`src/rtl/clk_probe_unit.sv`:
```
// Clocking-wizard / virtual-I/O stand-in: lock indication, divided clock-enable,
// a sampled result-bus capture with activity tracking, and a host register port.
module clk_probe_unit #(
  parameter int          DIV         = 2,
  parameter int          LOCK_CYCLES = 16,
  parameter logic [31:0] INIT_OUT    = 32'h0
) (
  input  logic        w_clk,
  input  logic        w_rst,
  output logic        w_locked,
  output logic        w_ce,
  input  logic [31:0] w_probe_in0,
  output logic [31:0] w_probe_out0,
  input  logic        w_host_rd,
  input  logic        w_host_wr,
  input  logic [1:0]  w_host_addr,
  input  logic [31:0] w_host_wdata,
  output logic [31:0] w_host_rdata,
  output logic        w_host_ack
);

  localparam int DW = (DIV > 1) ? $clog2(DIV) : 1;
  localparam int LW = (LOCK_CYCLES > 1) ? $clog2(LOCK_CYCLES) : 1;
  localparam logic [DW-1:0] DIV_LAST  = DW'(DIV - 1);
  localparam logic [LW-1:0] LOCK_LAST = LW'(LOCK_CYCLES - 1);

  logic [LW-1:0] lock_cnt_q, lock_cnt_d;
  logic          locked_q, locked_d;
  logic [DW-1:0] div_cnt_q, div_cnt_d;
  logic [31:0]   cap_q, cap_d;
  logic [31:0]   act_q, act_d;
  logic [15:0]   cnt_q, cnt_d;
  logic [31:0]   probe_out_q, probe_out_d;
  logic [31:0]   rdata_q, rdata_d;
  logic          ack_q, ack_d;
  logic          ce;
  logic [31:0]   rd_mux;

  assign ce = locked_q && (div_cnt_q == DIV_LAST);

  always_comb begin
    rd_mux = act_q;
    case (w_host_addr)
      2'd0:    rd_mux = cap_q;
      2'd1:    rd_mux = probe_out_q;
      2'd2:    rd_mux = {locked_q, 15'b0, cnt_q};
      default: rd_mux = act_q;
    endcase
  end

  // The previous-sample word is not host-visible, so only cap is kept; act
  // already accumulates every sample-to-sample difference.
  always_comb begin
    lock_cnt_d  = lock_cnt_q;
    locked_d    = locked_q;
    div_cnt_d   = '0;
    cap_d       = cap_q;
    cnt_d       = cnt_q;
    probe_out_d = probe_out_q;
    rdata_d     = rdata_q;
    ack_d       = w_host_rd | w_host_wr;

    if (!locked_q) begin
      if (lock_cnt_q == LOCK_LAST) locked_d = 1'b1;
      else                         lock_cnt_d = lock_cnt_q + LW'(1);
    end

    if (locked_q) div_cnt_d = ce ? '0 : div_cnt_q + DW'(1);

    if (ce) begin
      cap_d = w_probe_in0;
      cnt_d = cnt_q + 16'd1;
    end

    // Clear-on-read is applied first so bits set by a colliding capture survive.
    act_d = ((w_host_rd && w_host_addr == 2'd3) ? 32'h0 : act_q)
          | (ce ? (w_probe_in0 ^ cap_q) : 32'h0);

    if (w_host_rd) rdata_d = rd_mux;
    if (w_host_wr && w_host_addr == 2'd1) probe_out_d = w_host_wdata;
  end

  always_ff @(posedge w_clk) begin
    if (w_rst) begin
      lock_cnt_q  <= '0;
      locked_q    <= 1'b0;
      div_cnt_q   <= '0;
      cap_q       <= 32'h0;
      act_q       <= 32'h0;
      cnt_q       <= 16'h0;
      probe_out_q <= INIT_OUT;
      rdata_q     <= 32'h0;
      ack_q       <= 1'b0;
    end else begin
      lock_cnt_q  <= lock_cnt_d;
      locked_q    <= locked_d;
      div_cnt_q   <= div_cnt_d;
      cap_q       <= cap_d;
      act_q       <= act_d;
      cnt_q       <= cnt_d;
      probe_out_q <= probe_out_d;
      rdata_q     <= rdata_d;
      ack_q       <= ack_d;
    end
  end

  assign w_locked     = locked_q;
  assign w_ce         = ce;
  assign w_probe_out0 = probe_out_q;
  assign w_host_rdata = rdata_q;
  assign w_host_ack   = ack_q;

endmodule

```
`config.mk`:
```
export PLATFORM = sky130hd
export DESIGN_NAME = clk_probe_unit
export DESIGN_NICKNAME = d
export VERILOG_FILES = /design/src/rtl/clk_probe_unit.sv
export SDC_FILE = /design/constraint.sdc
export NUM_CORES = 1
export LEC_CHECK = 0
export ABC_AREA = 1
export CAP_MARGIN = 0
export CORE_ASPECT_RATIO = 0.5
export CORE_UTILIZATION = 50
export CTS_CLUSTER_SIZE = 30
export DETAILED_ROUTE_END_ITERATION = 12
export GPL_TIMING_DRIVEN = 0
export MAX_ROUTING_LAYER = met4
export PLACE_DENSITY = 0.83
export SLEW_MARGIN = 5
export SYNTH_ARGS = -nofsm -noshare
export SYNTH_HDL_FRONTEND = slang
export SYNTH_SLANG_ARGS = --single-unit
```
`constraint.sdc`:
```
create_clock -name w_clk -period 2.3 [get_ports w_clk]
set_input_delay 0.46 -clock w_clk [delete_from_list [all_inputs] [get_ports w_clk]]
set_output_delay 0.46 -clock w_clk [all_outputs]
set_load 0.01 [all_outputs]
```
# Word-level counts from Yosys, hierarchy flattened
# Cells that the tools add are included.
word_totals:
  register_bits: 151
  input_bits: 70
  output_inout_bits: 67
classes:
  addsub: 3
  eq_ne: 4
  mux: 5
  bitwise: 5
  n_reduce_logical: 6
ops:
  columns: ["cell", "count"]
  rows:
  - ["case mux 32 bit (3 select lines)", 1]
  - ["2-to-1 mux 32 bit", 2]
  - ["bitwise OR 32 bit", 1]
  - ["XOR 32 bit", 1]
  - ["adder 16 x 1 -> 16 bit (second input constant)", 1]
  - ["adder 4 x 1 -> 4 bit (second input constant)", 1]
  - ["== test 2 bit (second input constant)", 2]
  - ["== test 4 bit (second input constant)", 1]
  - ["logical AND 1 bit", 3]
  - ["OR reduction 3 bit", 1]
  - ["== test 2 x 1 -> 1 bit (second input constant)", 1]
  - ["logical NOT 2 bit", 1]
  - ["2-to-1 mux 1 bit", 2]
  - ["inverter 1 bit", 2]
  - ["AND reduction 2 bit", 1]
  - ["adder 1 bit (second input constant)", 1]
  - ["bitwise OR 1 bit", 1]

# Depth between registers and ports, before layout
# Gate-level depths: netlist of the first run.
depth:
  depth_word: 4
  mapped_depth: 9
  mapped_depth_nobuf: 9

# Worst setup path after synthesis of the first run
# OpenSTA, ideal clock, no wires.
synth_timing:
  path_type: "register -> output"
  start: "register locked_q (netlist: w_locked)"
  end: "output port w_ce"
  t_arrival_ns: 0.929
  setup_slack_ns: 0.911
  stages_incl_launch_ff: 4
  path_cell_list: "dfxtp_1 nand2_2 clkinv_1 clkbuf_1"
synth_via:
  elab_chain_len: 1
synth_lines:
  columns: ["element", "line_no", "source"]
  rows:
  - ["start, declared", "28", "logic locked_q, locked_d;"]
  - ["start signal, assigned", "96", "locked_q <= locked_d;"]
  - ["logical AND 1 bit", "39", "assign ce = locked_q && (div_cnt_q == DIV_LAST);"]
  - ["end, declared", "11", "output logic w_ce,"]
# No other way between the ends.

# Worst setup path after layout of the first run
# Same ends and word-level chain as after synthesis.

==> results of run 1 <==
==> per-stage QoR <==
stage	hold slack (ns)	cells	setup TNS (ns)
detailed placement	0.4528	1156	-1.210
CTS	0.4519	1185	0
global placement	0.4322	1156	-0.2080
global route	0.4774	1185	0
floorplan	0.4221	856	0
finish	0.4553	1185	0
==> synthesized netlist by cell type <==
cell type,n,area (um^2)
a211oi_1,1,7.510
xnor2_1,2,17.52
inv_1,22,82.58
o21ai_1,2,10.01
o221ai_1,5,43.79
nand2_2,2,12.51
buf_4,3,22.52
nand3_1,35,175.2
buf_1,3,11.26
a21oi_1,124,620.6
nor3_1,8,40.04
nor2_1,114,427.9
nor3b_1,1,7.510
o21ai_0,100,500.5
ha_1,2,25.02
nor2_2,1,6.260
o21bai_1,2,15.01
dfxtp_1,151,3023
nand2_1,194,728.2
buf_2,17,85.08
xor2_1,1,8.760
clkinv_1,1,3.750
nand4_1,8,50.05
a31oi_1,10,62.56
inv_2,4,15.01
a41oi_1,6,52.55
o211ai_1,6,45.04
clkbuf_1,31,116.4
==> placed cells by master, fill, tap and decap left out, drive strengths merged <==
master | Yosys | final
a211oi | 1 | 1
a21oi | 124 | 124
a31oi | 10 | 10
a41oi | 6 | 6
buf | 23 | 23
bufinv | 0 | 3
clkbuf | 31 | 47
clkdlybuf4s50 | 0 | 135
clkinv | 1 | 7
clkinvlp | 0 | 3
dfxtp | 151 | 151
ha | 2 | 2
inv | 26 | 27
nand2 | 196 | 196
nand3 | 35 | 35
nand4 | 8 | 8
nor2 | 115 | 115
nor3 | 8 | 8
nor3b | 1 | 1
o211ai | 6 | 6
o21ai | 102 | 102
o21bai | 2 | 2
o221ai | 5 | 5
xnor2 | 2 | 2
xor2 | 1 | 1
==> worst max-delay path, stage by stage (launching register included) <==
cell and delay [ns]:
dfxtp_1 0.40, nand2_2 0.15, inv_4 0.20, clkdlybuf4s50_1 0.57
==> what timing repair did <==
item                                    CTS  global route
hold endpoints to repair                  0             0
buffers inserted                          0             0
gates resized for setup                   1             1
hold buffers                              0             0
endpoints found under the setup margin    1             1
==> layer usage <==
layer | global-route usage | up-vias | wire length (um)
met5 | - | - | 0
met4 | 0.1423 | 0 | 610
met3 | 0.06486 | 59 | 2026
met2 | 0.5367 | 384 | 9436
met1 | 0.4091 | 3206 | 8647
li1 | - | 3186 | -
==> worst max-delay path by stage <==
| stage | start | to | slack, ns |
|---|---|---|---|
| final | w_locked | w_ce | 0.09 |
| after detailed placement | w_host_addr[1] | act_q[5] | -0.06 |
| after floorplan | w_locked | w_ce | 0.91 |
| after global placement | w_host_addr[0] | act_q[7] | -0.01 |
| after global routing | w_locked | w_ce | 0.03 |
| after CTS | w_locked | w_ce | 0.07 |
==> state kept, by name, indices dropped and copies added (netlist names) <==
signal and flops:
w_host_ack 1, div_cnt_q 1, cap_q 32, lock_cnt_q 4, w_host_rdata 32, w_locked 1, w_probe_out0 32, cnt_q 16
act_q 32
==> power groups by stage <==
stage               registers, mW  clock network [mW]  logic (mW)
global route                 2.71                2.92       0.580
finish                       2.70                2.83       0.546
floorplan                    2.77                   0       0.194
detailed placement           2.76                   0       0.534
CTS                          2.70                2.81       0.538
global placement             2.76                   0       0.526
==> cell families (layout without fill, tap and decap cells) <==
group | after synthesis | after routing
AOI/OAI and AO/OA | 256 | 256
xor gates and xnor gates | 3 | 3
adders and majority gates | 2 | 2
buffers and inverters | 81 | 245
DFF | 151 | 151
and+or+nand+nor | 363 | 363
==> area by class of cell <==
class / instances / area (um^2)
plain buffers: 53 / 231.5
clock buffers: 17 / 425.4
clock inverters: 13 / 158.9
fillers: 944 / 3590
inverters: 27 / 103.9
multi-input cells: 624 / 2856
flip-flops and latches: 151 / 3023
well taps: 165 / 206.4
repair buffers: 135 / 1351
==> flow_summary.json, run 1 <==
{
  "setup_violations": 0,
  "fp.dieW_um": 159.7,
  "worst_ep_arrival_time_ns": 1.75,
  "maxCapViolCount": 0,
  "postPlaceCellArea_um2": 7774,
  "p_leak_nw": 2.907,
  "synth_compound_area_frac": 0.2184,
  "synth_top_family_by_area": "simple AND/OR/NAND/NOR gates",
  "cts_sinks": 151,
  "swShare": 0.2422,
  "layout-drive-gt1-share": 0.05686,
  "intPower_mw": 4.608,
  "drt_first_pass_iters": 5,
  "drc": 0,
  "gp_congestion": 0.8989,
  "grt_max_degree": 17,
  "synth_xor_area_frac": 0.004227,
  "rr_endpoint": "act_q[20]",
  "drv_slew": 0,
  "power_density_nw_per_um2": 727.7,
  "num_rows": 28,
  "rsz0062_at_grt": "no",
  "area_delta_synth_final_pct": 34.44,
  "hp-start": "div_cnt_q",
  "critPathLaunchType": "flop",
  "synthesis.area_um2": 6216,
  "antenna_cells": 0,
  "muxShareOfSynthArea": 0,
  "combinationalPowerShare": 0.090,
  "clock_power_share": 0.466,
  "ys_types": 28,
  "antenna_found_initial": 0,
  "clock_latency_ns": 0.43,
  "dr_total_vias": 6835,
  "rr_worst_depth": 6,
  "end_kind": "output port",
  "finClkSkew_ns": 0.007896,
  "grt_overflow": 0,
  "switching_power_mw": 1.473,
  "ir_drop_mv": 0.4422,
  "synth-simple-area-share": 0.2329,
  "synth_seq_area_share": 0.4863,
  "syn_area_per_cell_um2": 7.262,
  "utilization": 0.6995,
  "ys_ff_latch": 151,
  "critPathKind": "reg -> out",
  "post-route-min-period_ns": 2.215,
  "finalNetCount": 1081,
  "cp_data_required_time_ns": 1.84,
  "cp_max_fo": 16,
  "numCtsBuffers": 17,
  "fin_area_um2": 8357,
  "htreeDepth": 4,
  "syn_inst": 856,
  "start_util": 0.5203,
  "core_area_um2": 11950,
  "drt_iter0_markers": 856,
  "fin_total_pwr_mw": 6.081,
  "yosysWarnings": 0,
  "relSlewSlack": 0.4569,
  "syn_nets": 928,
  "dp_hpwl_um": 14560,
  "routedWlPerCell_um": 17.49,
  "fp.dieArea_um2": 12910,
  "port_buffers": 135,
  "hold_class": "reg -> reg",
  "viasPerCell": 5.768,
  "clockRootBuffer": "clkbuf_16",
  "cts_tree": "done",
  "fmax_ghz": 0.4515,
  "grt_pass1_wl_um": 31800,
  "die_y_um": 80.84,
  "whs_path_depth": 1,
  "wl_um": 20720,
  "clkSlewWorstSetupHoldPaths_ns": 0.06,
  "synthAdderAreaFrac": 0.004026,
  "seqPwrFrac": 0.444,
  "track_usage": 0.3310,
  "status": "complete, no violations",
  "worst_slew_pin_slew_ns": 0.8147,
  "grt_pass1_vias": 6324,
  "hold_viol": 0,
  "r2r_start": "w_locked",
  "timing.final.crit_share": 0.9629,
  "dpl_worst_slack_ns": -0.06241,
  "ios": 137,
  "cts_max_path_buffers": 2,
  "worstHoldEndpoint": "div_cnt_q",
  "regToRegSetupSlack_ns": 0.58,
  "fin_ws_ns": 0.08527,
  "ant_nets": 0
}
Power figures use the tool's default switching activity.
==> run 2: changes to the inputs <==
--- a/config.mk
+++ b/config.mk
@@ -8,2 +8,3 @@
 export ABC_AREA = 1
+export ABC_CLOCK_PERIOD_IN_PS = 2300
 export CAP_MARGIN = 0
@@ -16,3 +17,3 @@
 export PLACE_DENSITY = 0.83
-export SLEW_MARGIN = 5
+export SLEW_MARGIN = 20
 export SYNTH_ARGS = -nofsm -noshare
==> constraint.sdc (replaced) <==
create_clock -name w_clk -period 2.3 [get_ports w_clk]
set_input_delay 0.69 -clock w_clk [delete_from_list [all_inputs] [get_ports w_clk]]
set_output_delay 0.69 -clock w_clk [all_outputs]
set_load 0.01 [all_outputs]
==> run 2 against run 1 <==
Net effect: routed wire length up 1.1%; critical path depth increased by 4; worst setup slack better by 0.0020 ns; via count increased by 0.29%; largest cell class unchanged; highest routed layer unchanged; combinational power hardly changed.
==> flow_summary.json, run 2 (synthesized netlist as in run 1, its figures left out) <==
{
  "num_rows": 28,
  "track_usage": 0.3321,
  "numCtsBuffers": 17,
  "antenna_found_initial": 0,
  "setup_violations": 0,
  "path_cells": "clkdlybuf4s50_1 > nand2_1 > inv_2 > nand2_1 > buf_2 > nand2_1 > a21oi_1",
  "hold_viol": 0,
  "status": "complete, no violations",
  "cts_max_path_buffers": 2,
  "drt_first_pass_iters": 5,
  "p_leak_nw": 2.928,
  "layout-drive-gt1-share": 0.05877,
  "core_area_um2": 11950,
  "finClkSkew_ns": 0.009573,
  "port_buffers": 135,
  "final_cell_mix": "nand2_1, dfxtp_1, clkdlybuf4s50_1, a21oi_1, nor2_1",
  "final_common_cell": "nand2_1",
  "drv_slew": 0,
  "critPathSlowestCell": "clkdlybuf4s50_1",
  "r2r_start": "w_locked",
  "ios": 137,
  "routedWlPerCell_um": 17.67,
  "utilization": 0.7009,
  "clkSlewWorstSetupHoldPaths_ns": 0.06,
  "drc": 0,
  "power_density_nw_per_um2": 726.9,
  "die_y_um": 80.84,
  "htreeDepth": 4,
  "clockRootBuffer": "clkbuf_16",
  "dpl_worst_slack_ns": -0.2924,
  "hold_class": "reg -> reg",
  "fp.dieArea_um2": 12910,
  "drt_iter0_markers": 862,
  "maxCapViolCount": 0,
  "cts_tree": "done",
  "grt_overflow": 0,
  "crit_path_frequent_cell": "nand2_1",
  "ant_nets": 0,
  "gp_congestion": 0.8989,
  "worst_ep_arrival_time_ns": 2.49,
  "path_delay_family": "buffers and inverters",
  "cts_sinks": 151,
  "grt_pass1_vias": 6334,
  "finalNetCount": 1082,
  "worstSetupStartpoint": "w_host_addr[0]",
  "postCtsHoldBufs": 0,
  "clock_latency_ns": 0.43,
  "critPathKind": "in -> reg",
  "crit_buf_inv": 3,
  "timing.final.crit_share": 0.9620,
  "antenna_cells": 0,
  "post-route-min-period_ns": 2.213,
  "end_kind": "flop",
  "cp_max_fo": 10,
  "grt_pass1_wl_um": 31880,
  "fin_ws_ns": 0.08730,
  "grt_max_degree": 17,
  "start_util": 0.5203,
  "critPathLaunchType": "input port",
  "hp-start": "act_q[22]",
  "ir_drop_mv": 0.4426,
  "wl_um": 20960,
  "slowest_delay_ns": 0.57,
  "dr_total_vias": 6855,
  "cp_data_required_time_ns": 2.58,
  "fmax_ghz": 0.4519,
  "area_delta_synth_final_pct": 34.70,
  "relSlewSlack": 0.4561,
  "worst_slew_pin_slew_ns": 0.8159,
  "dp_hpwl_um": 14560,
  "rsz0062_at_grt": "no",
  "fp.dieW_um": 159.7,
  "fin_total_pwr_mw": 6.086,
  "viasPerCell": 5.780
}
[run 2: cell types whose count changed in the layout (fill, tap and decap cells not counted), sizes merged]
cell,change
inv,-1
clkinv,+1
buf,+1
[run 2: power by group]
part           internal, mW  switching, mW  total, mW
Clock                  1.69           1.15       2.84
Combinational         0.253          0.294      0.547
Sequential             2.67         0.0359       2.70
[run 2: worst paths after layout]
| path | to | cells after the start | slack (ns) |
|---|---|---|---|
| setup / recovery | act_q[30] | 7 | 0.09 |
| hold / removal | act_q[22] | 2 | 0.46 |
| hold reg to reg | act_q[22] | 2 | 0.46 |
| setup reg to reg | act_q[20] | 6 | 0.61 |
[run 2: cell type report]
type / instances / area [um^2]
Multi-Input combinational cell: 624 / 2861
Tap cell: 165 / 206.4
Clock inverter: 13 / 158.9
Clock buffer: 17 / 425.4
Inverter: 27 / 106.4
Buffer: 53 / 231.5
Fill cell: 946 / 3573
Sequential cell: 151 / 3024
Timing Repair Buffer: 136 / 1359
[run 2: timing repair]
action                                  4_1_cts  5_1_grt
setup buffers                                 1        0
endpoints found under the setup margin        1        1
gates resized for setup                       2        2
[run 2: metal layers]
| metal | global-route usage | up-vias | share of wire |
|---|---|---|---|
| met3 | 0.06691 | 69 | 0.098 |
| met2 | 0.5367 | 390 | 0.45 |
| li1 | - | 3189 | - |
| met5 | - | - | 0 |
| met1 | 0.4095 | 3207 | 0.42 |
| met4 | 0.1462 | 0 | 0.032 |
[run 2: worst min-delay path, cell delays in order, from the launching register on]
cell,delay [ns]
dfxtp_1,0.31
nand2_1,0.06
a21oi_1,0.05
[run 2: per-stage QoR]
stage	hold WS (ns)	setup TNS (ns)	cells	area, um^2
floorplan	0.4221	0	856	6216
global placement	0.4322	-12.38	1156	7774
detailed placement	0.4528	-13.70	1156	7774
CTS	0.4519	0	1186	8367
global route	0.4856	0	1186	8373
finish	0.4626	0	1186	8373
